`src/rtl/mem_a_ctrl.sv`:
```
// A-operand load/stream controller: loads DIM rows into the skew memory, then
// enables 3*DIM-1 shift cycles (stall-aware) and pulses done once per pass.
module mem_a_ctrl #(
  parameter int BITS_AB = 8,
  parameter int DIM     = 8
) (
  input  logic                      clk,
  input  logic                      rst_n,
  input  logic                      start,
  input  logic                      row_valid,
  input  logic signed [BITS_AB-1:0] row_data [DIM],
  input  logic                      stall,
  output logic                      row_ready,
  output logic signed [BITS_AB-1:0] Ain [DIM],
  output logic [$clog2(DIM)-1:0]    Arow,
  output logic                      WrEn,
  output logic                      en,
  output logic                      busy,
  output logic                      done
);

  localparam int RW = $clog2(DIM);
  localparam int SW = $clog2(3 * DIM);
  localparam logic [RW-1:0] ROW_LAST  = RW'(DIM - 1);
  localparam logic [RW-1:0] ROW_ONE   = RW'(1);
  localparam logic [SW-1:0] BEAT_LAST = SW'(3 * DIM - 2);
  localparam logic [SW-1:0] BEAT_ONE  = SW'(1);

  typedef enum logic [1:0] {
    IDLE   = 2'd0,
    LOAD   = 2'd1,
    STREAM = 2'd2,
    DONE   = 2'd3
  } state_t;

  state_t          state_r;
  state_t          state_nxt_s;
  logic [RW-1:0]   row_cnt_r;
  logic [SW-1:0]   beat_cnt_r;
  logic            last_row_s;
  logic            last_beat_s;

  assign last_row_s  = (row_cnt_r == ROW_LAST);
  assign last_beat_s = (beat_cnt_r == BEAT_LAST);
  assign Ain         = row_data;
  assign Arow        = row_cnt_r;

  // State register
  always_ff @(posedge clk or negedge rst_n) begin
    if (!rst_n) begin
      state_r <= IDLE;
    end else begin
      state_r <= state_nxt_s;
    end
  end

  // Next-state logic; start is only looked at in IDLE
  always_comb begin
    state_nxt_s = state_r;
    case (state_r)
      IDLE: begin
        if (start) state_nxt_s = LOAD;
        else       state_nxt_s = IDLE;
      end
      LOAD: begin
        if (WrEn && last_row_s) state_nxt_s = STREAM;
        else                    state_nxt_s = LOAD;
      end
      STREAM: begin
        if (en && last_beat_s) state_nxt_s = DONE;
        else                   state_nxt_s = STREAM;
      end
      DONE:    state_nxt_s = IDLE;
      default: state_nxt_s = IDLE;
    endcase
  end

  // Output decode; WrEn and en are mutually exclusive by state
  always_comb begin
    row_ready = 1'b0;
    WrEn      = 1'b0;
    en        = 1'b0;
    busy      = 1'b1;
    done      = 1'b0;
    case (state_r)
      IDLE: busy = 1'b0;
      LOAD: begin
        row_ready = 1'b1;
        WrEn      = row_valid;
      end
      STREAM:  en   = ~stall;
      DONE:    done = 1'b1;
      default: busy = 1'b0;
    endcase
  end

  // Row and beat counters; the row counter parks on DIM-1 instead of wrapping
  always_ff @(posedge clk or negedge rst_n) begin
    if (!rst_n) begin
      row_cnt_r  <= {RW{1'b0}};
      beat_cnt_r <= {SW{1'b0}};
    end else begin
      case (state_r)
        IDLE: begin
          if (start) row_cnt_r <= {RW{1'b0}};
        end
        LOAD: begin
          if (WrEn) begin
            if (last_row_s) beat_cnt_r <= {SW{1'b0}};
            else            row_cnt_r  <= row_cnt_r + ROW_ONE;
          end
        end
        STREAM: begin
          if (en) beat_cnt_r <= beat_cnt_r + BEAT_ONE;
        end
        default: begin
          row_cnt_r  <= row_cnt_r;
          beat_cnt_r <= beat_cnt_r;
        end
      endcase
    end
  end

endmodule

```
`config.mk`:
```
export PLATFORM = sky130hd
export DESIGN_NAME = mem_a_ctrl
export DESIGN_NICKNAME = d
export VERILOG_FILES = /design/src/rtl/mem_a_ctrl.sv
export SDC_FILE = /design/constraint.sdc
export NUM_CORES = 1
export LEC_CHECK = 0
export BUFFER_PORTS_ARGS = -buffer_cell sky130_fd_sc_hd__buf_2
export CAP_MARGIN = 20
export CORE_UTILIZATION = 32
export DETAILED_ROUTE_END_ITERATION = 8
export GPL_TIMING_DRIVEN = 0
export PLACE_DENSITY = 0.82
export SYNTH_ARGS = -nofsm -noshare
export SYNTH_HDL_FRONTEND = slang
export SYNTH_SLANG_ARGS = --single-unit
```
`constraint.sdc`:
```
create_clock -name clk -period 1.8 [get_ports clk]
set_clock_uncertainty 0.05 [all_clocks]
set_input_delay 0.54 -clock clk [delete_from_list [all_inputs] [get_ports clk]]
set_output_delay 0.54 -clock clk [all_outputs]
set_load 0.05 [all_outputs]
```
==> results.md, run 1 <==
- Outcome: completed
- Number of hold buffers added after CTS: 0
- Count of different cell masters after synthesis: 29
- Maximum number of buffers from clock root to sink: 2
- RSZ-0062 raised after global routing: yes
- Critical Path Start Type: register
- Number of sinks on the clock net: 10
- Core Box Area: 3128 sq um
- Leakage power summed over all cells: approximately 0.96 nW
- Number of slew-limit violations in the final report: 0
- Fraction of the mapped netlist area in compound gates: 0.08837
- Required time of the critical path: between 1 and 1.5 ns
- Post-Synth Adder-Cell Area: 0.04651
- Slowest CP cell: sky130_fd_sc_hd__dfrtp_1
- Flip-flop and latch count after synthesis: 10
- Clock tree from TritonCTS: yes
- Detailed router's first-iteration violation count: 13
- Met1 routing resource usage after global routing: 0.1295
- Die area: about 3600 sq um
- Post-synth top area cell: sky130_fd_sc_hd__buf_4
- Floorplan die width: 59.99 microns
- Y dimension of the die: 59.99 microns
- Post-detailed-route count of antenna-violating nets: 0
- Initial antenna violation count: 0
- Residual DRC: 0
- Max frequency: between 0.5 and 0.6 GHz
- Clock Tree Root: sky130_fd_sc_hd__clkbuf_4
- Residual overflow from global routing: 0
- FF-to-FF End: state_r[0]
- Share of Yosys cell area claimed by the top area cell type: 0.4465
- Portion of the post-synthesis area used by sequential elements: 0.2326
- Post-route setup slack: between 0.01 and 0.015 ns
- Synth Cell Area: about 1100 sq um
- Worst slack at placement: -0.05473 ns
- Max Cap Violations: 0
- Mapped Nets: ~200
- Clock period minus final worst setup slack: ~1.8 ns
- Non-filler cells in the finished layout: about 250
- Clock insertion delay at the later pin of the skew report: around 0.26 ns
- Category of the critical setup timing path: register to output pin
- Total routing usage reported by global routing: 0.1184
- Global Route met2 Usage: 0.2111
- Multiplexer share of the synthesized area: 0.02791
- Hold crit path type: input port to async pin
- Worst-margin pin slew: 0.3197 ns
- Number of buffers created by CTS: 3
- Max stage delay on crit path: 0.39 ns
- Hold violation count in the final report: 0
- Final-stage net count: between 200 and 300
- Final count of negative-setup-slack endpoints: 0
- Count of mapped cells out of synthesis: 122
- GRT busiest layer: met2
- H-tree depth: 1
- First-pass GRT wire length: 3187 microns
- CP Capture Point: WrEn
- Overall power: between 1.5 and 2 mW
- Post-synthesis share of cell area spent on and, or, nand and nor gates: 0.1244
- Estimated wirelength of the detail-placed design: ~1900 microns
- Number of I/O port buffers: between 70 and 80
- YS warnings: 0
- Number of primary I/O pins: 141
- Setup slack of the worst register-to-register path: between 0.2 and 0.3 ns
- Rows: 20
- Layout overhead on the synthesized area: 51.63%
- Cell Chain, Critical Path: buf_6, nor2b_4, and2_4, buf_8
- # diodes: 0
- Dominant combinational cell family by area after synthesis: buffers and inverters
- Maximum number of pins on one net before global-route repair: 11
- Critical register-to-register path startpoint: Arow[0]
- Via count of the first global-routing pass: between 800 and 900
- Share of layout cells above drive strength 1: 0.7585
- Worst slew slack as a fraction of its limit: 0.7859
- Post-synthesis xor/xnor area fraction: 0.008140
- Placed instance count: 242
- Clock transition time at the flip-flop clock pins of the worst setup and hold paths: around 0.060 ns
- Total wire length after detailed routing: 2402 microns
- Power density over the cells: 994.7 nW/um^2
- Final weighted congestion of routability-driven global placement: around 0.70
- Arrival time at the worst endpoint: approximately 1.2 ns
- Max rail drop VDD: just over 0.0007 V
- Mean routed wirelength per cell: 9.570 microns
- Met3 capacity usage during global routing: 0.03896
- Area contributors post-synth: sky130_fd_sc_hd__buf_4 (45%), sky130_fd_sc_hd__dfrtp_1 (23%), sky130_fd_sc_hd__ha_1 (4.7%)
- DRT Pass-1 Iters: 4
- Worst-case reg-to-reg path depth: 5
- Max Fanout on Critical Path: 6
- Share of the clock period used by the worst path after layout: 0.9923
- Worst Setup End Kind: output pin
- Initial cell density of the core: 0.3440
- Number of vias after detailed routing: 1048
- Vias per cell: around 4.2
- Mean cell area of the mapped netlist: 8.820 sq um
==> power by group <==
part           internal, mW  total (mW)  switching [mW]  leakage [nW]
Clock                0.0769       0.147          0.0702        0.0138
Combinational         0.391        1.11           0.722         0.820
Sequential            0.288       0.362          0.0741         0.129
Total                 0.756        1.62           0.867         0.963
==> Yosys cell counts <==
cell	number
sky130_fd_sc_hd__buf_4	64
sky130_fd_sc_hd__dfrtp_1	10
sky130_fd_sc_hd__nand2_1	7
sky130_fd_sc_hd__ha_1	4
sky130_fd_sc_hd__inv_1	3
sky130_fd_sc_hd__mux2i_1	3
sky130_fd_sc_hd__o21ai_0	3
sky130_fd_sc_hd__o21ai_1	3
sky130_fd_sc_hd__a22oi_1	2
sky130_fd_sc_hd__a31oi_1	2
sky130_fd_sc_hd__nand4_1	2
sky130_fd_sc_hd__nor2_1	2
sky130_fd_sc_hd__a21oi_1	1
sky130_fd_sc_hd__a22o_1	1
sky130_fd_sc_hd__and2_1	1
sky130_fd_sc_hd__and3b_1	1
sky130_fd_sc_hd__and4bb_1	1
sky130_fd_sc_hd__buf_2	1
sky130_fd_sc_hd__buf_6	1
sky130_fd_sc_hd__nand2b_1	1
sky130_fd_sc_hd__nand4b_1	1
sky130_fd_sc_hd__nor2b_2	1
sky130_fd_sc_hd__nor3_1	1
sky130_fd_sc_hd__nor3b_2	1
sky130_fd_sc_hd__nor3b_4	1
sky130_fd_sc_hd__o21bai_1	1
sky130_fd_sc_hd__o22a_1	1
sky130_fd_sc_hd__o31ai_1	1
sky130_fd_sc_hd__xnor2_1	1
==> cells in the final DEF (no fill, tap or decap), drive strengths merged <==
cell type  Yosys  final
buf           66    148
dfrtp         10     10
nand2          7      7
o21ai          6      6
ha             4      4
mux2i          3      3
clkbuf         0      3
inv            3      3
a31oi          2      2
nand4          2      2
a22oi          2      2
nor2           2      2
nor3b          2      2
nor2b          1      1
and2           1      1
and3b          1      1
nor3           1      1
nand4b         1      1
nand2b         1      1
o21bai         1      1
and4bb         1      1
xnor2          1      1
a21oi          1      1
o31ai          1      1
a22o           1      1
o22a           1      1
==> critical path, delay by kind of cell (launching register included) <==
kind,cells,cell delay [ns]
buffers and inverters,2,0.28
flip-flops,1,0.39
AND/OR/NAND/NOR,2,0.27
==> cell families (layout without fill, tap and decap cells) <==
logic type / after synthesis / after routing
and+or+nand+nor: 20 / 20
xor gates and xnor gates: 1 / 1
DFF: 10 / 10
muxes: 3 / 3
buffers and inverters: 69 / 154
adders and majority gates: 4 / 4
AOI/OAI and AO/OA: 15 / 15
==> worst min-delay path by stage <==
stage,start,end,slack (ns),cells after the start
3_3_place_gp,rst_n,async pin,0.36,1
6_report,rst_n,Arow[2],0.08,1
3_5_place_dp,rst_n,async pin,0.36,1
4_1_cts,rst_n,async pin,0.08,1
2_1_floorplan,rst_n,Arow[0],0.19,0
5_1_grt,rst_n,async pin,0.08,1
==> stage by stage <==
step                        util  setup TNS, ns  instance area, sq um  hold slack, ns
after detailed placement  0.4860       -0.05473                  1520          0.3646
after CTS                 0.5048       -0.01063                  1579         0.07681
after floorplan                -              0                  1085          0.1944
after global placement    0.4860       -0.05074                  1520          0.3626
after global routing      0.5216       -0.05495                  1632         0.07771
final                     0.5216              0                  1632         0.07976
==> final cells by class <==
class / count / area (sq um)
multi-input cells: 43 / 332.8
inverters: 3 / 13.76
fillers: 291 / 1496
clock buffers: 3 / 22.52
repair buffers: 82 / 454.2
well taps: 44 / 55.05
flip-flops and latches: 10 / 250.2
plain buffers: 66 / 503.0
==> flip-flops by register name, indices dropped and copies added, names as in the netlist, named ones only <==
| name | cells |
|---|---|
| Arow | 3 |
| state_r | 1 |
| beat_cnt_r | 5 |
==> routing by layer <==
layer / vias to the layer above / share of wire
met4: 0 / 0.0042
met1: 455 / 0.35
li1: 509 / -
met5: - / 0
met3: 2 / 0.11
met2: 82 / 0.54
==> timing repair <==
action	4_1_cts	5_1_grt
pin swaps	2	0
setup buffers	1	5
setup endpoints to repair	5	4
resized for setup	11	4
Note: power is estimated with default switching activity, not from simulation.
==> run 2: changes to the inputs <==
--- a/config.mk
+++ b/config.mk
@@ -7,6 +7,7 @@
 export LEC_CHECK = 0
 export BUFFER_PORTS_ARGS = -buffer_cell sky130_fd_sc_hd__buf_2
 export CAP_MARGIN = 20
+export CORE_ASPECT_RATIO = 1.25
 export CORE_UTILIZATION = 32
 export DETAILED_ROUTE_END_ITERATION = 8
 export GPL_TIMING_DRIVEN = 0
==> run 2 against run 1 <==
Compared with the run above:
- via count fell by 1.4%
- first-iteration DRC count fell by 7.7%
- global-route usage rose by 2.1 points
- largest power group unchanged
- worst hold slack improved by 0.036 ns
- critical path depth did not move
- register-to-register slack improved by 0.06 ns
- sequential share of layout area rose by 0.095 points
- largest cell class unchanged
- combinational power barely moved
- wire length rose by 7.7%
- sequential power barely moved
- critical path type unchanged
- count of clock-buffer cells in the layout rose by 1
==> results.md, run 2 (synthesis gave the netlist of run 1 again) <==
- Outcome: completed
- Share of layout cells above drive strength 1: 0.7549 (-0.003552)
- Clock Tree Root: sky130_fd_sc_hd__clkbuf_8
- Total wire length after detailed routing: 2586 microns (+7.7%)
- Required time of the critical path: 1.21 ns (about the same)
- Rows: 23 (+15%)
- Post-detailed-route count of antenna-violating nets: 0 (unchanged)
- Length of routed met2 wiring: 1379 microns (+7.0%)
- Via count of the first global-routing pass: 873 (+6.7%)
- Initial antenna violation count: 0 (unchanged)
- Hold violation count in the final report: 0 (unchanged)
- FF-to-FF End: Arow[1]
- Number of slew-limit violations in the final report: 0 (unchanged)
- Clock insertion delay at the later pin of the skew report: 0.23 ns (-0.03 ns)
- Floorplan die width: 53.87 microns (-10%)
- Final-stage net count: 278 (-1.4%)
- Maximum number of buffers from clock root to sink: 2 (unchanged)
- Clock tree from TritonCTS: yes
- Setup slack of the worst register-to-register path: 0.32 ns (+0.06 ns)
- Power density over the cells: 1070 nW/um^2 (+7.5%)
- Non-filler cells in the finished layout: 241 (-4.0%)
- Max Fanout on Critical Path: 10 (+4)
- Max rail drop VDD: 0.0004819 V (-33%)
- Category of the critical setup timing path: register to output pin
- Share of the clock period used by the worst path after layout: 0.9880 (-0.004345)
- Residual DRC: 0 (unchanged)
- Mean routed wirelength per cell: 10.73 microns (+12%)
- Layout overhead on the synthesized area: 50.70%
- Slowest CP cell: sky130_fd_sc_hd__dfrtp_1
- Placed instance count: 235 (-2.9%)
- Initial cell density of the core: 0.3369 (-0.007141)
- Maximum number of pins on one net before global-route repair: 11 (unchanged)
- Total routing usage reported by global routing: 0.1391 (+0.02070)
- Max frequency: 0.5623 GHz (+0.44%)
- Clock period minus final worst setup slack: 1.778 ns (-0.007821 ns)
- Detailed-routing wirelength on met1: 812 microns (-2.2%)
- Y dimension of the die: 66.83 microns (+11%)
- Detail Route met3 WL: 383 microns (+41%)
- Worst-case reg-to-reg path depth: 5 (unchanged)
- Worst Setup End Kind: output pin
- Final count of negative-setup-slack endpoints: 0 (unchanged)
- Max stage delay on crit path: 0.39 ns (about the same)
- Residual overflow from global routing: 0 (unchanged)
- Clock transition time at the flip-flop clock pins of the worst setup and hold paths: 0.05 ns (about the same)
- Number of vias after detailed routing: 1033 (-1.4%)
- Number of primary I/O pins: 141 (unchanged)
- Largest reg by FF count: beat_cnt_r
- Leakage power summed over all cells: 0.9500 nW (-1.3%)
- Top layer used by detailed routing: met4
- Critical Path Start Type: register
- Core Box Area: 3194 sq um (+2.1%)
- Hold crit path type: input port to async pin
- Worst slew slack as a fraction of its limit: 0.8159 (+0.02996)
- Vias per cell: 4.286 (+2.7%)
- # diodes: 0 (unchanged)
- Cell Chain, Critical Path: buf_6, nor2b_4, and2_4, buf_8
- Commonest cells after routing, fill and taps aside: sky130_fd_sc_hd__buf_2 (72), sky130_fd_sc_hd__buf_4 (66), sky130_fd_sc_hd__dfrtp_1 (10)
- Critical register-to-register path startpoint: Arow[0]
- Number of buffers created by CTS: 3 (unchanged)
- Largest register FFs: 5 (unchanged)
- Arrival time at the worst endpoint: 1.19 ns (about the same)
- Detailed router's first-iteration violation count: 12 (-1)
- Worst hold slack: 0.1161 ns (+0.03630 ns)
- Max Cap Violations: 0 (unchanged)
- H-tree depth: 1 (unchanged)
- Utilization after layout: 0.5076 (-0.01396)
- Most common cell after layout, fill and taps aside: sky130_fd_sc_hd__buf_2
- Final weighted congestion of routability-driven global placement: 0.8045 (+16%)
- DRT Pass-1 Iters: 4 (unchanged)
- RSZ-0062 raised after global routing: yes
- Number of I/O port buffers: 76 (unchanged)
- Worst-margin pin slew: 0.2749 ns (-0.04474 ns)
- First-pass GRT wire length: 3601 microns (+13%)
- Die area: 3600 sq um (about the same)
- Number of sinks on the clock net: 10 (unchanged)
run 2: cell types whose count changed in the layout (fill, tap and decap cells not counted), sizes merged:
cell      delta
clkbuf       +1
buf          -4
clkinvlp     +1
inv          -1
run 2: what timing repair did:
item,4_1_cts,5_1_grt
hold buffers,0,0
setup buffers,1,1
endpoints found under the setup margin,4,5
gates resized for setup,10,3
gates cloned,0,0
run 2: worst max path at each step:
stage                        start  endpoint  slack (ns)  cells after the start
after detailed placement     stall        en       -0.04                      3
final                     register      WrEn        0.02                      4
after CTS                 register      WrEn       -0.02                      4
after global routing      register      WrEn       -0.03                      4
after global placement       stall        en       -0.04                      3
after floorplan           register      WrEn        0.01                      3
run 2: power breakdown:
group          internal (mW)  switching [mW]  total [mW]
sequential             0.289          0.0732       0.362
combinational          0.379           0.712        1.09
clock                  0.192          0.0895       0.282
run 2: cell type report:
cell class / instances / area (sq um)
inverters: 3 / 15.01
fillers: 338 / 1573
clock buffers: 4 / 55.05
flip-flops and latches: 10 / 250.2
repair buffers: 78 / 424.2
plain buffers: 66 / 503.0
well taps: 37 / 46.29
multi-input cells: 43 / 327.8
run 2: metrics by stage:
stage	TNS (ns)	area, sq um	total power [mW]	worst slack [ns]
floorplan	0	1085	1.196	0.01083
global placement	-0.03614	1511	1.376	-0.03614
detailed placement	-0.04261	1511	1.394	-0.04261
CTS	-0.02320	1605	1.730	-0.02320
global route	-0.03629	1622	1.841	-0.02591
finish	0	1622	1.734	0.02168
run 2: layer usage:
metal,track usage,up-vias
met5,0,-
met4,0.03947,0
met3,0.05479,2
met2,0.2654,87
met1,0.1292,443
li1,-,501
run 2: worst max-delay path, delay by kind of cell (launching register included):
family / cells / cell delay, ns
flops: 1 / 0.39
buf+inv: 2 / 0.29
simple gates: 2 / 0.27
